[config.mk]
export PLATFORM = sky130hd
export DESIGN_NAME = contador_modo
export DESIGN_NICKNAME = d
export VERILOG_FILES = /design/src/rtl/contador_modo.sv
export SDC_FILE = /design/constraint.sdc
export NUM_CORES = 1
export LEC_CHECK = 0
export ABC_CLOCK_PERIOD_IN_PS = 2000
export CORE_AREA = 2 2 39 41
export CTS_BUF_LIST = sky130_fd_sc_hd__clkbuf_4
export DETAILED_ROUTE_END_ITERATION = 7
export DIE_AREA = 0 0 41 43
export PLACE_DENSITY = 0.69
export SLEW_MARGIN = 5
export SYNTH_ARGS = -nofsm -noshare
export SYNTH_HDL_FRONTEND = slang
export SYNTH_SLANG_ARGS = --single-unit
[constraint.sdc]
create_clock -name clk -period 2 [get_ports clk]
set_input_delay 0.3 -clock clk [delete_from_list [all_inputs] [get_ports clk]]
set_output_delay 0.3 -clock clk [all_outputs]
set_load 0.01 [all_outputs]
[src/rtl/contador_modo.sv]
// Four-mode register: up/down counter bounded by MAX, or left/right shift register.
// Load wins over enable. wrap is a registered pulse. tc and serial_out follow the current mode.
module contador_modo #(
   parameter int unsigned          WIDTH = 4,
   parameter logic [WIDTH-1:0]     MAX   = '1
) (
   input  logic             clk,
   input  logic             reset,
   input  logic             enable,
   input  logic [1:0]       mode,
   input  logic             load,
   input  logic [WIDTH-1:0] load_value,
   input  logic             serial_in,
   output logic [WIDTH-1:0] count,
   output logic             tc,
   output logic             wrap,
   output logic             serial_out
);

   localparam logic [1:0] MODE_UP    = 2'b00;
   localparam logic [1:0] MODE_DOWN  = 2'b01;
   localparam logic [1:0] MODE_SHL   = 2'b10;
   localparam logic [1:0] MODE_SHR   = 2'b11;

   logic [WIDTH-1:0] count_next;
   logic             wrap_next;

   always_comb begin
      count_next = count;
      wrap_next  = 1'b0;
      if (load) begin
         // The counting modes clamp to MAX. The shift modes take the raw pattern.
         if (!mode[1] && (load_value > MAX))
            count_next = MAX;
         else
            count_next = load_value;
      end else if (enable) begin
         case (mode)
            MODE_UP: begin
               if (count >= MAX) begin
                  count_next = '0;
                  wrap_next  = 1'b1;
               end else begin
                  count_next = count + 1'b1;
               end
            end
            MODE_DOWN: begin
               if (count == '0) begin
                  count_next = MAX;
                  wrap_next  = 1'b1;
               end else begin
                  count_next = count - 1'b1;
               end
            end
            MODE_SHL: count_next = {count[WIDTH-2:0], serial_in};
            MODE_SHR: count_next = {serial_in, count[WIDTH-1:1]};
            default:  count_next = count;
         endcase
      end
   end

   always_ff @(posedge clk or posedge reset) begin
      if (reset) begin
         count <= '0;
         wrap  <= 1'b0;
      end else begin
         count <= count_next;
         wrap  <= wrap_next;
      end
   end

   always_comb begin
      tc         = 1'b0;
      serial_out = 1'b0;
      case (mode)
         MODE_UP:   tc = (count >= MAX);
         MODE_DOWN: tc = (count == '0);
         MODE_SHL:  serial_out = count[WIDTH-1];
         MODE_SHR:  serial_out = count[0];
         default: begin
            tc         = 1'b0;
            serial_out = 1'b0;
         end
      endcase
   end

endmodule

==> summary.txt <==
Finish
  – FF+latch area: around 130 µm²
  – Final core occ: 57.0%
  – Fill count: 139
  – Non-Filler Instances: 107
  – Ant. Diodes: 0
  – P&R area growth vs syn: 59.1%
  – Nets: approximately 110
  – Share of cells above drive strength 1: between 20% and 30%
  – Footprint of the multi-input gates: between 300 and 400 µm²

Detailed routing
  – Routed WL per cell: 12.3 µm
  – 1st-pass router iterations: 4
  – DRT Wirelength: 1.32 mm
  – Vias per cell: 5.27
  – Initial DRC Count: 17
  – Detail Route Antenna Nets: 0
  – DRC viols: 0
  – DR vias: ~560

Logic synthesis
  – Post-synthesis compound-gate area fraction: 25.0%
  – Post-synth EDFFs: 0
  – Largest family of logic cells by synthesized area: compound AO/OA/AOI/OAI gates
  – Post-synthesis xor/xnor area fraction: 3.54%
  – Syn avg cell area: between 8 and 9 µm²
  – Post-synthesis adder-cell area fraction: just over 5%
  – Yosys reg bits: 5
  – Synthesized area: 495 µm²
  – Register area share after synthesis: 25.3%
  – Syn Nets: 74
  – YS warnings: 0
  – Synth area leader: dfrtp_1
  – Top cell type's share of synthesized area: 25.3%
  – Synth Area in Simple Gates: approximately a quarter
  – Top FF cell, synth: dfrtp_1
  – Top cells by area, synth: dfrtp_1 (25%), a21oi_1 (9.1%), mux2i_1 (6.1%)
  – Mapped Cells: 61
  – Asr flop ratio synth: 100%
  – Most frequent cells after synthesis: a21oi_1 (9), dfrtp_1 (5), inv_1 (5), nor2_1 (5), o21ai_0 (4)
  – Post-synthesis mux area share: 8.33%
  – Synth unique cells: 31
  – Most numerous cell in the Yosys netlist: a21oi_1

STA
  – Worst-Margin Slew: 0.267 ns
  – Max Clock Skew: 0.00197 ns
  – Fmax: between 500 and 600 MHz
  – Crit share post-route: 92.8%
  – Crit path time final: 1.86 ns
  – Worst slew margin: 82.1%
  – RSZ-0062 raised after global routing: false
  – Hold WS: 0.266 ns
  – Final setup viols: 0
  – Final worst slack: approximately 0.14 ns
  – Setup TNS: 0 ns
  – Hold Fails Final Rpt: 0
  – Final Max Tran Viols: 0

Global route
  – Largest net degree at the start of global routing: 10
  – Vias in the first global route: approximately 530
  – GRT Util Overall: 17.8%
  – Antenna violations before repair: 0
  – Grt total ovfl: 0
  – First-pass GRT wire length: 2.20 mm

Pwr
  – VDD IR max: 0.000221 V
  – Leak pwr: between 0.3 and 0.4 nW
  – Pwr dens: roughly 560 mW/mm²

Min path
  – Hold WC Path Type: input pin to async pin

Critical path
  – CP cell instances: clkdlybuf4s50_1 > nand2b_4 > or2_0 > a21oi_2 > dlygate4sd2_1
  – Worst Path Required: 1.70 ns
  – Critical Path Slowest Stage Cell: clkdlybuf4s50_1
  – Buf/Inv on CP: 2
  – CP Launch Type: input pin
  – Family with the most delay on the worst path: buffers and inverters
  – CP max stage delay: 0.45 ns
  – Data arrival, critical path: 1.56 ns
  – Critical Path End Type: output pin
  – CP max FO: 3
  – Setup Crit Path Kind: input pin to output pin

Clocking
  – CTS sink count: 5
  – CTS HTree Levels: 1
  – Clk_lat worst skew: 0.24 ns
  – TritonCTS Buffers: 3
  – Clock buffer depth: 2
  – Clk pin slew, worst setup/hold paths: 0.05 ns
  – CTS tree: yes
  – Hold_buf cts: 0
  – CTS Root Cell: clkbuf_4

Floorplan
  – Core ar.: between 0.001 and 0.0015 mm²
  – Die area: 0.00176 mm²
  – Chip Height: approximately 43 µm
  – Rows: 14
  – Chip width: 41 µm
  – Io pins: 18
  – Initial Util: 35.8%

Placement
  – Post-DP HPWL: 1.06 mm
  – Port Buf Inserts: 17
  – Gpl congestion: 0.820
  – Cells after DPL: 101
  – Dpl ws: -0.121 ns

Run status
  – Status: finished, final reports clean

Job
  – Maxcap violations: 0
final timing paths:
| kind | end | cells past startpoint | slack, ns | startpoint |
|---|---|---|---|---|
| min in group clk | count[0] | 3 | 0.64 | load_value[0] |
| setup reg to reg | count[3] | 5 | 0.48 | count[1] |
| setup / recovery | tc | 5 | 0.14 | mode[0] |
| hold reg to reg | count[0] | 3 | 0.75 | count[0] |
| hold / removal | count[3] | 2 | 0.27 | reset |
| max in group asynchronous | count[1] | 2 | 1.55 | reset |
metal layers:
layer	share of wire [%]	up-vias	track usage (%)
li1	-	275	-
met1	43	270	23.5
met2	51	19	27.8
met3	5.3	0	3.14
met4	0	0	6.00
met5	0	-	0
cells by family (layout without fill, tap and decap cells):
kind of cell,Yosys count,in the layout
AOI/OAI and AO/OA,20,20
buffers and inverters,8,38
DFF,5,5
xor gates and xnor gates,2,2
adders and majority gates,2,2
and+or+nand+nor,20,20
muxes,4,4
what timing repair did:
item                                    in CTS  in global routing
endpoints found under the hold margin        0                  0
endpoints found under the setup margin       2                  1
resized for setup                            2                  1
buffers inserted                             2                  0
power by group:
group          internal, mW  leakage [nW]  switching, mW
clock network        0.0892        0.0184         0.0451
logic                 0.104         0.295         0.0759
registers             0.111        0.0607         0.0154
total                 0.304         0.374          0.136
flip-flops by register name, summed over array words and instances, names as in the netlist:
signal and flops:
count 4, wrap 1
cells in the final DEF, fill, tap and decap left out, drive strengths merged, types with 2 or more instances in the layout:
cell and count:
nand2b 2, clkdlybuf4s50 15, ha 2, nand2 3, inv 5, dfrtp 5
and2b 2, buf 12, clkbuf 4, nor2 5, mux2i 3, o21ai 4
nor2b 2, a21oi 11
per-stage QoR:
step / power [mW] / area, µm²
after global routing: 0.472 / 788
after detailed placement: 0.301 / 738
after floorplan: 0.217 / 495
after global placement: 0.298 / 738
final: 0.441 / 788
after CTS: 0.442 / 786
area by class of cell:
type	count	share of cell area [%]
Clock buffer	4	3.81
Timing Repair Buffer	29	33.7
Inverter	5	2.38
Tap cell	16	2.54
Sequential cell	5	15.9
Multi-Input combinational cell	48	41.7
No activity file was read; power rests on OpenSTA's default activity.
